### src/rtl/mips_pkg.sv
// Shared MIPS decode constants: opcodes, functs, ALU Ctrl codes.
// Imported by the decoder and the ID/EX register.
package mips_pkg;

    localparam int REG_W = 5;

    typedef logic [REG_W-1:0] reg_t;

    localparam logic [5:0] OP_RTYPE = 6'h00;
    localparam logic [5:0] OP_BEQ   = 6'h04;
    localparam logic [5:0] OP_BNE   = 6'h05;
    localparam logic [5:0] OP_ADDI  = 6'h08;
    localparam logic [5:0] OP_ADDIU = 6'h09;
    localparam logic [5:0] OP_SLTI  = 6'h0A;
    localparam logic [5:0] OP_SLTIU = 6'h0B;
    localparam logic [5:0] OP_ANDI  = 6'h0C;
    localparam logic [5:0] OP_ORI   = 6'h0D;
    localparam logic [5:0] OP_XORI  = 6'h0E;
    localparam logic [5:0] OP_LW    = 6'h23;
    localparam logic [5:0] OP_SW    = 6'h2B;

    localparam logic [5:0] FN_ADD  = 6'h20;
    localparam logic [5:0] FN_ADDU = 6'h21;
    localparam logic [5:0] FN_SUB  = 6'h22;
    localparam logic [5:0] FN_SUBU = 6'h23;
    localparam logic [5:0] FN_AND  = 6'h24;
    localparam logic [5:0] FN_OR   = 6'h25;
    localparam logic [5:0] FN_XOR  = 6'h26;
    localparam logic [5:0] FN_SLT  = 6'h2A;
    localparam logic [5:0] FN_SLTU = 6'h2B;

    localparam logic [3:0] CTRL_AND  = 4'd0;
    localparam logic [3:0] CTRL_OR   = 4'd1;
    localparam logic [3:0] CTRL_ADD  = 4'd2;
    localparam logic [3:0] CTRL_XOR  = 4'd3;
    localparam logic [3:0] CTRL_SUB  = 4'd10;
    localparam logic [3:0] CTRL_SLT  = 4'd11;
    localparam logic [3:0] CTRL_SLTU = 4'd12;

endpackage

### src/rtl/alu_decode.sv
// Combinational MIPS decoder: instruction word to ALU Ctrl,
// immediate, destination and control bits.
module alu_decode
    import mips_pkg::*;
#(
    parameter int XLEN = 32
) (
    input  logic [31:0]     instr,
    output logic [3:0]      alu_ctrl,
    output logic            alu_src_imm,
    output logic [XLEN-1:0] imm,
    output reg_t            dest,
    output logic            reg_write,
    output logic            mem_read,
    output logic            mem_write,
    output logic            branch,
    output logic            branch_ne,
    output logic            uses_rt,
    output logic            illegal
);

    logic [5:0]      opcode;
    logic [5:0]      funct;
    reg_t            rt;
    reg_t            rd;
    logic [XLEN-1:0] sext;
    logic [XLEN-1:0] zext;
    logic            wr;

    assign opcode = instr[31:26];
    assign funct  = instr[5:0];
    assign rt     = instr[20:16];
    assign rd     = instr[15:11];
    assign sext   = {{(XLEN-16){instr[15]}}, instr[15:0]};
    assign zext   = {{(XLEN-16){1'b0}}, instr[15:0]};

    always_comb begin
        alu_ctrl    = CTRL_ADD;
        alu_src_imm = 1'b0;
        imm         = '0;
        dest        = '0;
        wr          = 1'b0;
        mem_read    = 1'b0;
        mem_write   = 1'b0;
        branch      = 1'b0;
        branch_ne   = 1'b0;
        uses_rt     = 1'b0;
        illegal     = 1'b0;
        unique case (opcode)
            OP_RTYPE: begin
                dest    = rd;
                wr      = 1'b1;
                uses_rt = 1'b1;
                unique case (funct)
                    FN_ADD, FN_ADDU: alu_ctrl = CTRL_ADD;
                    FN_SUB, FN_SUBU: alu_ctrl = CTRL_SUB;
                    FN_AND:          alu_ctrl = CTRL_AND;
                    FN_OR:           alu_ctrl = CTRL_OR;
                    FN_XOR:          alu_ctrl = CTRL_XOR;
                    FN_SLT:          alu_ctrl = CTRL_SLT;
                    FN_SLTU:         alu_ctrl = CTRL_SLTU;
                    default: begin
                        illegal = 1'b1;
                        dest    = '0;
                        wr      = 1'b0;
                        uses_rt = 1'b0;
                    end
                endcase
            end
            OP_ADDI, OP_ADDIU, OP_SLTI, OP_SLTIU, OP_LW: begin
                alu_src_imm = 1'b1;
                imm         = sext;
                dest        = rt;
                wr          = 1'b1;
                mem_read    = (opcode == OP_LW);
                if (opcode == OP_SLTI)
                    alu_ctrl = CTRL_SLT;
                else if (opcode == OP_SLTIU)
                    alu_ctrl = CTRL_SLTU;
            end
            OP_ANDI, OP_ORI, OP_XORI: begin
                alu_src_imm = 1'b1;
                imm         = zext;
                dest        = rt;
                wr          = 1'b1;
                if (opcode == OP_ANDI)
                    alu_ctrl = CTRL_AND;
                else if (opcode == OP_ORI)
                    alu_ctrl = CTRL_OR;
                else
                    alu_ctrl = CTRL_XOR;
            end
            OP_SW: begin
                alu_src_imm = 1'b1;
                imm         = sext;
                dest        = rt;
                mem_write   = 1'b1;
                uses_rt     = 1'b1;
            end
            OP_BEQ, OP_BNE: begin
                alu_ctrl  = CTRL_SUB;
                imm       = sext;
                dest      = rt;
                branch    = 1'b1;
                branch_ne = (opcode == OP_BNE);
                uses_rt   = 1'b1;
            end
            default: illegal = 1'b1;
        endcase
        // $0 is hardwired, so a write to it is dropped here
        reg_write = wr & (dest != '0);
    end

endmodule

### src/rtl/id_ex_alu_ctrl.sv
// ID/EX pipeline register fused with the ALU Ctrl decoder;
// owns the valid/ready handshake, flush and load-use bubble.
module id_ex_alu_ctrl
    import mips_pkg::*;
#(
    parameter int XLEN = 32
) (
    input  logic            clk,
    input  logic            rst_n,
    input  logic            id_valid,
    input  logic [31:0]     id_instr,
    output logic            id_ready,
    input  logic            ex_ready,
    input  logic            flush,
    output logic            ex_valid,
    output logic [3:0]      ex_alu_ctrl,
    output logic            ex_alu_src_imm,
    output logic [XLEN-1:0] ex_imm,
    output reg_t            ex_rs,
    output reg_t            ex_rt,
    output reg_t            ex_dest,
    output logic            ex_reg_write,
    output logic            ex_mem_read,
    output logic            ex_mem_write,
    output logic            ex_branch,
    output logic            ex_branch_ne,
    output logic            ex_illegal
);

    logic [3:0]      d_alu_ctrl;
    logic            d_alu_src_imm;
    logic [XLEN-1:0] d_imm;
    reg_t            d_dest;
    logic            d_reg_write;
    logic            d_mem_read;
    logic            d_mem_write;
    logic            d_branch;
    logic            d_branch_ne;
    logic            d_uses_rt;
    logic            d_illegal;
    reg_t            id_rs;
    reg_t            id_rt;
    logic            hazard;

    assign id_rs = id_instr[25:21];
    assign id_rt = id_instr[20:16];

    alu_decode #(
        .XLEN(XLEN)
    ) u_dec (
        .instr      (id_instr),
        .alu_ctrl   (d_alu_ctrl),
        .alu_src_imm(d_alu_src_imm),
        .imm        (d_imm),
        .dest       (d_dest),
        .reg_write  (d_reg_write),
        .mem_read   (d_mem_read),
        .mem_write  (d_mem_write),
        .branch     (d_branch),
        .branch_ne  (d_branch_ne),
        .uses_rt    (d_uses_rt),
        .illegal    (d_illegal)
    );

    // Load result is not forwardable until after MEM: stall one cycle
    assign hazard = ex_valid & ex_mem_read & (ex_dest != '0) & id_valid
                  & ((ex_dest == id_rs) | (d_uses_rt & (ex_dest == id_rt)));

    assign id_ready = flush | (ex_ready & ~hazard);

    always_ff @(posedge clk or negedge rst_n) begin
        if (!rst_n) begin
            ex_valid       <= 1'b0;
            ex_alu_ctrl    <= CTRL_AND;
            ex_alu_src_imm <= 1'b0;
            ex_imm         <= '0;
            ex_rs          <= '0;
            ex_rt          <= '0;
            ex_dest        <= '0;
            ex_reg_write   <= 1'b0;
            ex_mem_read    <= 1'b0;
            ex_mem_write   <= 1'b0;
            ex_branch      <= 1'b0;
            ex_branch_ne   <= 1'b0;
            ex_illegal     <= 1'b0;
        end else if (flush) begin
            ex_valid <= 1'b0;
        end else if (ex_ready) begin
            if (hazard) begin
                ex_valid <= 1'b0;
            end else begin
                ex_valid       <= id_valid;
                ex_alu_ctrl    <= d_alu_ctrl;
                ex_alu_src_imm <= d_alu_src_imm;
                ex_imm         <= d_imm;
                ex_rs          <= id_rs;
                ex_rt          <= id_rt;
                ex_dest        <= d_dest;
                ex_reg_write   <= d_reg_write;
                ex_mem_read    <= d_mem_read;
                ex_mem_write   <= d_mem_write;
                ex_branch      <= d_branch;
                ex_branch_ne   <= d_branch_ne;
                ex_illegal     <= d_illegal;
            end
        end
    end

endmodule

### config.mk
export PLATFORM = sky130hd
export DESIGN_NAME = id_ex_alu_ctrl
export DESIGN_NICKNAME = d
export VERILOG_FILES = /design/src/rtl/mips_pkg.sv /design/src/rtl/alu_decode.sv /design/src/rtl/id_ex_alu_ctrl.sv
export SDC_FILE = /design/constraint.sdc
export NUM_CORES = 1
export LEC_CHECK = 0
export CAP_MARGIN = 20
export CORE_MARGIN = 3
export CORE_UTILIZATION = 43
export DETAILED_ROUTE_END_ITERATION = 10
export GPL_TIMING_DRIVEN = 1
export PLACE_DENSITY = 0.85
export SLEW_MARGIN = 15
export SYNTH_ARGS = -nofsm -noshare
export SYNTH_HDL_FRONTEND = slang
export SYNTH_HIERARCHICAL = 1
export SYNTH_SLANG_ARGS = --single-unit
### constraint.sdc
create_clock -name clk -period 2.4 [get_ports clk]
set_input_delay 0.48 -clock clk [delete_from_list [all_inputs] [get_ports clk]]
set_output_delay 0.48 -clock clk [all_outputs]
set_load 0.01 [all_outputs]
# After elaboration in Yosys (flattened, before gate mapping)

Cells that the tools add are included.
Widths: inputs -> output; s select.

Input port bits: 37
Register bits after elaboration: 59
Word-level logic and storage cells: 83
Output and inout bits: 60

Reduce and logical (&&, ||, !) cells: 15
Bitwise gates (word level): 11
Equality and inequality tests: 22
Muxes and demuxes: 22

Operator list:

| operator           | number |
|---|---|
| $eq 6x6->1 const B | 11 |
| $pmux 32 s2        | 1 |
| $eq 6x4->1 const B | 7 |
| $pmux 4 s6         | 1 |
| $reduce_or 9->1    | 2 |
| $pmux 4 s4         | 1 |
| $reduce_or 8->1    | 2 |
| $eq 6x3->1 const B | 2 |
| $mux 4             | 3 |
| $reduce_or 11->1   | 1 |
| $eq 5x5->1         | 2 |
| $mux 1             | 10 |
| $pmux 5 s2         | 1 |
| $reduce_bool 5->1  | 2 |
| $and 1x1->1        | 7 |
| $logic_not 6->1    | 1 |
| $pmux 1 s2         | 3 |
| $reduce_or 3->1    | 2 |
| $mux 5             | 1 |
| $reduce_or 5->1    | 1 |
| $reduce_or 2->1    | 2 |
| $reduce_and 3->1   | 1 |
| $mux 2             | 1 |
| $not 1->1          | 2 |
| other kinds (2)    | 3 |

# Depth between registers and ports, before layout

Gate-level depths: netlist (run 1).

Word-level depth: 10
Gate-level depth with buffers: 11
Depth with buffers taken out: 8

# Cells and area by module

Netlist (run 1), hierarchy kept.

Modules (own cells, without submodules):

| module         | times used | area an instance (sq um) | cells an instance | sequential area each (sq um) |
|---|---|---|---|---|
| id_ex_alu_ctrl | 1          | 2443.6                   | 149               | 1476.4 |
| alu_decode     | 1          | 690.7                    | 103               | 0.0 |

# Worst setup path before layout (run 1)

No wires, ideal clock.

Path kind: input -> register
Start point: in id_instr[31]
End point: reg ex_imm[17]
Path slack: -54 ps
Required time: 2336 ps
Path buffers: 2
Stages: 7
Data arrival time: 2389 ps
Setup time: 64 ps
Path through: buf_6 -> nand2b_1 -> a21o_1 -> o21a_1 -> nor3b_1 -> buf_4 -> mux2_2

Elaborated cells on any way between the ends: 22

RTL lines:

| item                                                                       | line                 | RTL |
|---|---|---|
| from (decl)                                                                | id_ex_alu_ctrl.sv:11 | `input logic [31:0] id_instr,` |
| $eq 6x6->1 (tied with other cells)                                         | alu_decode.sv:49     | `unique case (opcode)` |
| $reduce_or 8->1 (no source line) / $reduce_or 3->1 (equally long branches) | --                   |  |
| $pmux 32 s2 (*)                                                            | alu_decode.sv:49     |  |
| via d_imm[17]                                                              | id_ex_alu_ctrl.sv:32 | `logic [XLEN-1:0] d_imm;` |
| to (signal assigned)                                                       | id_ex_alu_ctrl.sv:95 | `ex_imm <= d_imm;` |
| to (decl)                                                                  | id_ex_alu_ctrl.sv:18 | `output logic [XLEN-1:0] ex_imm,` |

The timed path passes the listed nets; every way through them passes the cells marked *.
A chain may end at the register's enable or synchronous reset.

# Worst setup path in the final report (run 1)

Start point: in id_instr[30]
End point: reg ex_valid

Cells in the longest elaborated chain, start to end: 9
Elaborated cells on any way between the ends: 12

RTL lines:

| item                                            | line                 | RTL |
|---|---|---|
| $eq 6x6->1 / $eq 6x3->1 (equally long branches) | alu_decode.sv:49     |  |
| $reduce_or 3->1 (no source line)                | --                   |  |
| $pmux 1 s2 (*)                                  | alu_decode.sv:49     |  |
| via d_uses_rt                                   | id_ex_alu_ctrl.sv:39 | `logic d_uses_rt;` |
| $and 1x1->1 (*)                                 | id_ex_alu_ctrl.sv:67 | `& ((ex_dest == id_rs) \| (d_uses_rt & (ex_dest == id_rt)));` |
| $or 1x1->1 (*)                                  | id_ex_alu_ctrl.sv:67 |  |
| $and 1x1->1 (*)                                 | id_ex_alu_ctrl.sv:67 |  |
| $mux 1 (*)                                      | id_ex_alu_ctrl.sv:89 | `if (hazard) begin` |
| $mux 1 (*)                                      | id_ex_alu_ctrl.sv:88 | `end else if (ex_ready) begin` |
| $mux 1 (*)                                      | id_ex_alu_ctrl.sv:86 | `end else if (flush) begin` |
| to (signal assigned)                            | id_ex_alu_ctrl.sv:92 | `ex_valid <= id_valid;` |
| to (decl)                                       | id_ex_alu_ctrl.sv:15 | `output logic ex_valid,` |

The timed path passes the listed nets; every way through them passes the cells marked *. The select of a mux whose other input is x is not followed.

==> results of run 1 <==
cells in the final DEF, fill, tap and decap left out, types with 3 or more instances in the layout:
cell	n
xnor2_1	11
dlygate4sd2_1	5
nand2b_1	4
mux2_2	37
a22o_1	5
buf_2	4
buf_4	45
buf_6	7
clkbuf_8	13
nor2_1	5
buf_12	5
buf_16	3
a21oi_1	3
nor2_4	3
a21o_1	3
clkdlybuf4s50_1	82
nor2b_4	3
and2_1	17
mux2_4	21
o21a_1	3
dfrtp_1	59
nand2_1	10
inv_1	3
nand3_1	4
path summary, 6_finish.rpt:
path	startpoint	to	slack [ns]	cells past startpoint
max	id_instr[30]	ex_valid	0.02	15
min	rst_n	ex_imm[20]	0.16	1
max reg2reg	ex_dest[2]	ex_valid	0.14	12
min reg2reg	ex_alu_ctrl[3]	ex_alu_ctrl[3]	0.50	1
max in group asynchronous	rst_n	ex_alu_ctrl[2]	1.65	2
min in group clk	ex_alu_ctrl[3]	ex_alu_ctrl[3]	0.50	1
logic make-up (layout without fill, tap and decap cells):
logic type,Yosys count,after routing
multiplexers,58,58
flip-flops,59,59
buffers and inverters,29,173
XOR/XNOR,11,11
AO/OA/AOI/OAI,30,30
AND/OR/NAND/NOR,65,65
power breakdown:
part	total, mW	internal (mW)	switching (mW)	leakage [nW]
clock	0.966	0.588	0.377	0.109
sequential	1.12	1.07	0.0515	0.780
combinational	0.626	0.380	0.245	1.29
cell type report:
cell class / instances / area (um^2) / area share
well taps: 96 / 120 / 0.0246
repair buffers: 155 / 1530 / 0.313
inverters: 3 / 11.3 / 0.00230
clock buffers: 14 / 183 / 0.0374
multi-input cells: 164 / 1540 / 0.314
flip-flops and latches: 59 / 1480 / 0.302
clock inverters: 1 / 30.0 / 0.00615
stage by stage:
step	setup WS [ns]	instance area, um^2	util	cells	hold slack [ns]
2_1_floorplan	0.0000639	3140	-	252	0.184
3_3_place_gp	-0.805	4330	0.623	455	0.488
3_5_place_dp	-0.836	4330	0.623	455	0.495
4_1_cts	0.00928	4850	0.699	490	0.162
5_1_grt	-0.0501	4890	0.704	492	0.177
6_report	0.0214	4890	0.704	492	0.163
what timing repair did:
action                     in CTS  in global routing
gates cloned                    4                  0
setup buffers                  17                  4
pin swaps                       8                  9
setup endpoints to repair      59                 60
resized for setup              57                 10
per-layer routing:
metal / track usage / up-vias / part of all wire
li1: - / 1156 / -
met1: 0.255 / 1233 / 0.41
met2: 0.367 / 88 / 0.51
met3: 0.0472 / 20 / 0.053
met4: 0.0842 / 0 / 0.023
met5: 0 / - / 0
sequential cells by signal, summed over array words and instances, names as in the netlist:
name / cells
ex_alu_ctrl: 4
ex_alu_src_imm: 1
ex_branch: 1
ex_branch_ne: 1
ex_dest: 5
ex_illegal: 1
ex_imm: 32
ex_mem_read: 1
ex_mem_write: 1
ex_reg_write: 1
ex_rs: 5
ex_rt: 5
ex_valid: 1
worst reg2reg max path, cell delays in order (launching register included):
cell,delay (ns)
dfrtp_1,0.46
xnor2_1,0.23
nand4_1,0.19
o22ai_2,0.18
nand2_1,0.09
buf_4,0.14
buf_4,0.12
buf_4,0.12
buf_4,0.12
buf_4,0.12
buf_6,0.10
buf_4,0.12
a41o_1,0.16
==> run metrics, run 1 <==
row count 30; Syn Inst Count ~250; cell taking the most area after synthesis dfrtp_1; worst-margin pin slew 0.610 ns; Starting Density 0.451; final WL a little under 9000 um; total power 2.71 mW; ANT nets after route 0; Hold Vio Cnt, Final 0; GRT Util Overall 0.212; initial DRC count 90; largest family of logic cells by synthesized area multiplexers; top post-synthesis cells by area dfrtp_1 (47%), mux2_2 (14%), mux2_4 (9.6%); clock latency on the worst-skew pair about 0.33 ns; pins over their slew limit 0; CP Capture Type register; share of post-route cells with drive strength above 1 0.391; first-pass GRT wire length approximately 14000 um; post-synthesis compound-gate area fraction 0.0778; Inserted Diodes 0; post-synthesis adder-cell area fraction 0; syn avg cell area between 10 and 15 um^2; hold buffers post-CTS 0; Core Area just under 7000 um^2; xor/xnor share of the synthesized area 0.0307; vias about 2500; Worst Path Required 2.62 ns; # port buffers between 90 and 100; Sink Count just under 60; die area 8350 um^2; Layout area overhead 55.9%; crit-path max FO 5; Top FF cell, synth dfrtp_1; Crit path arrival time between 2 and 3 ns; # DRC 0; final worst-path cycle share 0.991; GPL Wtd Cong between 0.8 and 0.9; Synth warnings 6; Synth async-reset ratio 1.00; final net count approximately 430; count leader, synth dfrtp_1; Max Freq between 0.4 and 0.5 GHz; final setup violation count 0; clk slew on worst S/H paths roughly 0.060 ns; CP cell instances clkdlybuf4s15_1 > or2_4 > nor2_2 > or3_1 > nand2_1 > o22ai_2 > nand2_1 > buf_4 > buf_4 > buf_4 > buf_4 > buf_4 > buf_6 > buf_4 > a41o_1; Post-synth top cells dfrtp_1 (59), mux2_2 (38), mux2_4 (20), and2_1 (17), buf_4 (15); post-synth cell types 42; crit path kind primary input to register; TritonCTS Buffers 9; fill count roughly 450; Worst path most repeated cell buf_4; Synth Register Bits between 50 and 60; Root Buffer clkbuf_8; outcome completed; setup TNS 0 ns; PD cells roughly 560 nW/um^2; Seq/Total Area, Yosys 0.471; Clock Skews 0.0120 ns; Worst Path Buf+Inv 8; CP peak stage delay approximately 0.30 ns; CTS tree built; routed vias/inst approximately 5.1; post-synth top area share 0.471; synthesized area about 3100 um^2; family with the most delay on the worst path buffers and inverters; detail-routed net length per standard cell ~18 um; LEAKAGE about 2.2 nW; max_slew headroom 0.593; H-tree depth 3; mux share of post-synthesis cell area 0.232; GRT overflow 0; total of max-cap violations 0; minimum clock period ~2.4 ns; First-pass DRT Iterations 4; die span in x approximately 90 um; die height 91.4 um; Max rail drop VDD 0.299 mV; I/O pins 97; RSZ-0062 raised after global routing yes; startpoint types primary input; Post-synth EDFFs 0; Critical Path Slowest Stage Cell or2_4; Max Root-Sink Buffers 2; post-synthesis net count between 200 and 300; antenna violations before repair 0; simple-gate portion of the synthesized area 0.117; largest net degree at the start of global routing 35; vias in the first global route 2672; HPWL after DPL roughly 5600 um; Tightest Hold Check Type primary input to asynchronous set/reset pin
Power figures use the tool's default switching activity.
==> run 2: changes to the inputs <==
RECOVER_POWER = 100   (was default)
SLEW_MARGIN = 0   (was 15)
==> run metrics, run 2 (synthesis gave the netlist of run 1 again) <==
clock latency on the worst-skew pair around 0.33 ns; Place WS -0.836 ns; # port buffers 96; GRT overflow 0; Worst Path Required approximately 2.6 ns; final worst-path cycle share 0.993; Largest Register ex_imm; crit path kind primary input to register; die area about 8300 um^2; global-route met1 utilization 0.255; clk slew on worst S/H paths about 0.06 ns; gr busiest metal met2; TritonCTS Buffers 9; PD cells 552 nW/um^2; CP Capture Type register; H-tree depth 3; Max rail drop VDD about 0.30 mV; vias in the first global route around 2700; outcome completed; Max Freq 0.420 GHz; pins over their slew limit 0; Root Buffer clkbuf_8; antenna violations before repair 0; post-layout util 0.695; Inserted Diodes 0; die height around 91 um; fill count ~460; First-pass DRT Iterations 4; final setup violation count 0; commonest non-fill, non-tap cell in the layout dfrtp_1; # DRC 0; total of max-cap violations 0; CTS tree built; ANT nets after route 0; Tightest Hold Check Type primary input to asynchronous set/reset pin; worst-margin pin slew about 1.4 ns; final net count roughly 430; largest net degree at the start of global routing 35; most frequent cells in the layout dfrtp_1 (59), dlygate4sd3_1 (57), buf_4 (45), mux2_2 (37), clkdlybuf4s50_1 (25); final WL 8650 um; die span in x between 90 and 100 um; GR Util met3 0.0472; RSZ-0062 raised after global routing yes; minimum clock period ~2.4 ns; worst setup margin around 0.018 ns; startpoint types primary input; LEAKAGE roughly 2.3 nW; GR met2 Demand/Resource 0.367; HPWL after DPL about 5600 um; Core Area 6940 um^2; total power 2.67 mW; GPL Wtd Cong about 0.85; I/O pins between 90 and 100; # placed instances 455; Clock Skews a little over 0.009 ns; Non-Filler Instances a little under 500; initial DRC count ~120; Sink Count between 50 and 60; Crit path arrival time between 2 and 3 ns; GRT Util Overall 0.212; first-pass GRT wire length 13800 um; routed vias/inst approximately 5.1; Max Root-Sink Buffers 2; Hold Vio Cnt, Final 0; max FFs per register 32; worst hold slack roughly 0.46 ns; row count 30; share of post-route cells with drive strength above 1 0.389; Layout area overhead 54.1%; vias between 2000 and 2500; max_slew headroom 0.0816; crit-path max FO 2; Starting Density 0.451; detail-routed net length per standard cell roughly 18 um
-- run 2: final cells by class --
type / instances / area (um^2) / area share
Clock buffer: 14 / 183 / 0.0378
Clock inverter: 1 / 30.0 / 0.00622
Inverter: 3 / 11.3 / 0.00233
Multi-Input combinational cell: 164 / 1540 / 0.318
Sequential cell: 59 / 1480 / 0.306
Tap cell: 96 / 120 / 0.0249
Timing Repair Buffer: 155 / 1470 / 0.305
-- run 2: worst paths after layout --
path / from / end / slack [ns] / cells past startpoint
min in group clk: ex_alu_ctrl[3] / ex_alu_ctrl[3] / 0.50 / 1
max in group asynchronous: rst_n / ex_rt[4] / 0.44 / 2
hold / removal: rst_n / ex_imm[20] / 0.46 / 1
setup reg to reg: ex_dest[2] / ex_valid / 0.15 / 12
setup / recovery: id_instr[16] / ex_valid / 0.02 / 13
hold reg to reg: ex_alu_ctrl[3] / ex_alu_ctrl[3] / 0.50 / 1
-- run 2: report_power, final --
part | internal [mW] | switching, mW | leakage (nW)
clock | 0.588 | 0.374 | 0.109
combinational | 0.342 | 0.243 | 1.41
sequential | 1.07 | 0.0480 | 0.780
total | 2.00 | 0.665 | 2.30
-- run 2: stage by stage --
stage / setup TNS (ns) / area (um^2)
global placement: -27.17 / 4330
detailed placement: -29.55 / 4330
CTS: 0 / 4850
global route: -0.349 / 4830
finish: 0 / 4830
floorplan: 0 / 3140
-- run 2: layer usage --
layer	share of wire	routed length, um
met1	0.41	3520
met2	0.51	4430
met3	0.058	505
met4	0.023	201
met5	0	0
-- run 2: critical path, cell delays in order --
cell and delay [ns]:
clkdlybuf4s50_1 0.52, xnor2_1 0.14, nand4_1 0.18, o22ai_2 0.18
nand2_1 0.09, buf_4 0.14, buf_4 0.12, buf_4 0.12
buf_4 0.12, buf_4 0.12, buf_6 0.10, buf_4 0.12
a41o_1 0.16
-- run 2: repair_timing --
item	CTS	global route
cloned	4	0
setup endpoints to repair	59	60
buffers inserted	17	4
pin swaps	8	9
gates resized for setup	57	10
hold buffers	0	0
==> run 3: changes to the inputs <==
CTS_CLUSTER_DIAMETER = 80   (was default)
MAX_ROUTING_LAYER = met4   (was default)
==> run metrics, run 3 (synthesis gave the netlist of run 1 again) <==
outcome complete, but fails checks; failing checks negative setup slack; # port buffers 96; Largest Register ex_imm; Root Buffer clkbuf_8; die span in x 91.4 um; minimum clock period approximately 2.5 ns; row count 30; CP cell instances clkdlybuf4s50_1 > xnor2_2 > nand4_1 > o22ai_4 > nand2_2 > a21o_1 > buf_2; max FFs per register 32; First-pass DRT Iterations 5; worst-margin pin slew 1.38 ns; Final Cell Area between 4000 and 5000 um^2; clk slew on worst S/H paths roughly 0.07 ns; CP Capture Type primary output; setup TNS -0.244 ns; die area 8350 um^2; r2r startpoint ex_dest[3]; family with the most delay on the worst path buffers and inverters; RSZ-0062 raised after global routing yes; Reg2Reg Setup Slack between 0.2 and 0.25 ns; worst hold slack 0.450 ns; largest net degree at the start of global routing 35; most frequent cells in the layout dfrtp_1 (59), mux2_4 (57), dlygate4sd3_1 (56), buf_4 (38), clkdlybuf4s50_1 (26); Worst Path Buf+Inv 2; first-pass GRT wire length between 10000 and 15000 um; Starting Density 0.451; area of the multi-input gates ~1700 um^2; PD cells around 530 nW/um^2; clock latency on the worst-skew pair about 0.34 ns; I/O pins 97; ANT nets after route 0; HPWL after DPL 5580 um; post-layout util 0.718; crit path kind primary input to primary output; worst setup margin -0.0674 ns; Max Root-Sink Buffers 2; LEAKAGE about 2.4 nW; Max rail drop VDD between 0.3 and 0.4 mV; final setup violation count 18; final net count around 430; routed vias/inst about 5.1; vias around 2500; Crit path arrival time 1.99 ns; Hold Vio Cnt, Final 0; crit-path max FO 2; GRT Util Overall 0.220; Tightest Hold Check Type primary input to asynchronous set/reset pin; TritonCTS Buffers 9; share of post-route cells with drive strength above 1 0.402; Max Freq around 0.4 GHz; vias in the first global route 2659; Inserted Diodes 0; pins over their slew limit 0; fill count 460; Layout area overhead 59.0%; Sink Count just under 60; Clock Skews a little over 0.008 ns; commonest non-fill, non-tap cell in the layout dfrtp_1; GRT overflow 0; H-tree depth 3; die height roughly 90 um; Post-DP Area ~4300 um^2; Worst Path Required ~1.9 ns; capturing point of the worst reg2reg path ex_valid; max_slew headroom 0.0773; hold buffers post-CTS 0; initial DRC count roughly 140; Critical Path Slowest Stage Cell clkdlybuf4s50_1; CTS tree built; final worst-path cycle share 1.03; r2r worst-path depth 11; # DRC 0; GPL Wtd Cong roughly 0.83; Place WS -0.805 ns; antenna violations before repair 0; final WL around 9000 um; Core Area roughly 6900 um^2; CP peak stage delay around 0.54 ns; detail-routed net length per standard cell roughly 19 um; sequential cell area 1480 um^2; startpoint types primary input; total of max-cap violations 0
-- run 3: how the worst max path moves through the flow --
stage                            start          to  slack, ns  cells past startpoint
after global routing      id_instr[22]    id_ready      -0.14                      7
final                     id_instr[19]    id_ready      -0.07                      7
after floorplan           id_instr[29]   ex_imm[0]    0.00006                     11
after detailed placement  id_instr[28]    id_ready      -0.80                     10
after CTS                 id_instr[28]  ex_dest[0]      0.007                     15
after global placement    id_instr[28]    id_ready      -0.78                     10
-- run 3: final cells by class --
class                   count  share of cell area
flip-flops and latches     59               0.296
well taps                  96              0.0241
clock inverters             5              0.0105
inverters                   3             0.00226
clock buffers              11              0.0284
repair buffers            151               0.299
multi-input cells         164               0.340
-- run 3: through the flow --
step	cells	power (mW)
after CTS	486	2.65
final	489	2.64
after global placement	455	1.69
after global routing	489	2.75
after detailed placement	455	1.71
after floorplan	252	1.39
-- run 3: timing repair --
| item | in CTS | in global routing |
|---|---|---|
| setup buffers | 13 | 5 |
| endpoints found under the setup margin | 59 | 60 |
| resized for setup | 66 | 51 |
| cloned | 3 | 2 |
| pin swaps | 8 | 10 |
-- run 3: per-layer routing --
metal	track usage	up-vias	share of wire
met2	0.366	90	0.51
met3	0.0423	12	0.047
met4	0.0791	0	0.014
met1	0.267	1267	0.43
li1	-	1149	-
met5	-	-	0
-- run 3: where the power goes --
group          internal (mW)  switching, mW
Combinational          0.374          0.259
Clock                  0.502          0.387
Sequential              1.07         0.0514
Total                   1.95          0.698
-- run 3: worst reg2reg max path, cell delays in order, from the launching register on --
cell     delay [ns]
dfrtp_1        0.47
xnor2_2        0.21
nand4_1        0.21
o22ai_4        0.21
nand2_2        0.09
buf_6          0.12
buf_4          0.12
buf_4          0.12
buf_4          0.12
buf_4          0.12
buf_4          0.13
a41o_1         0.17
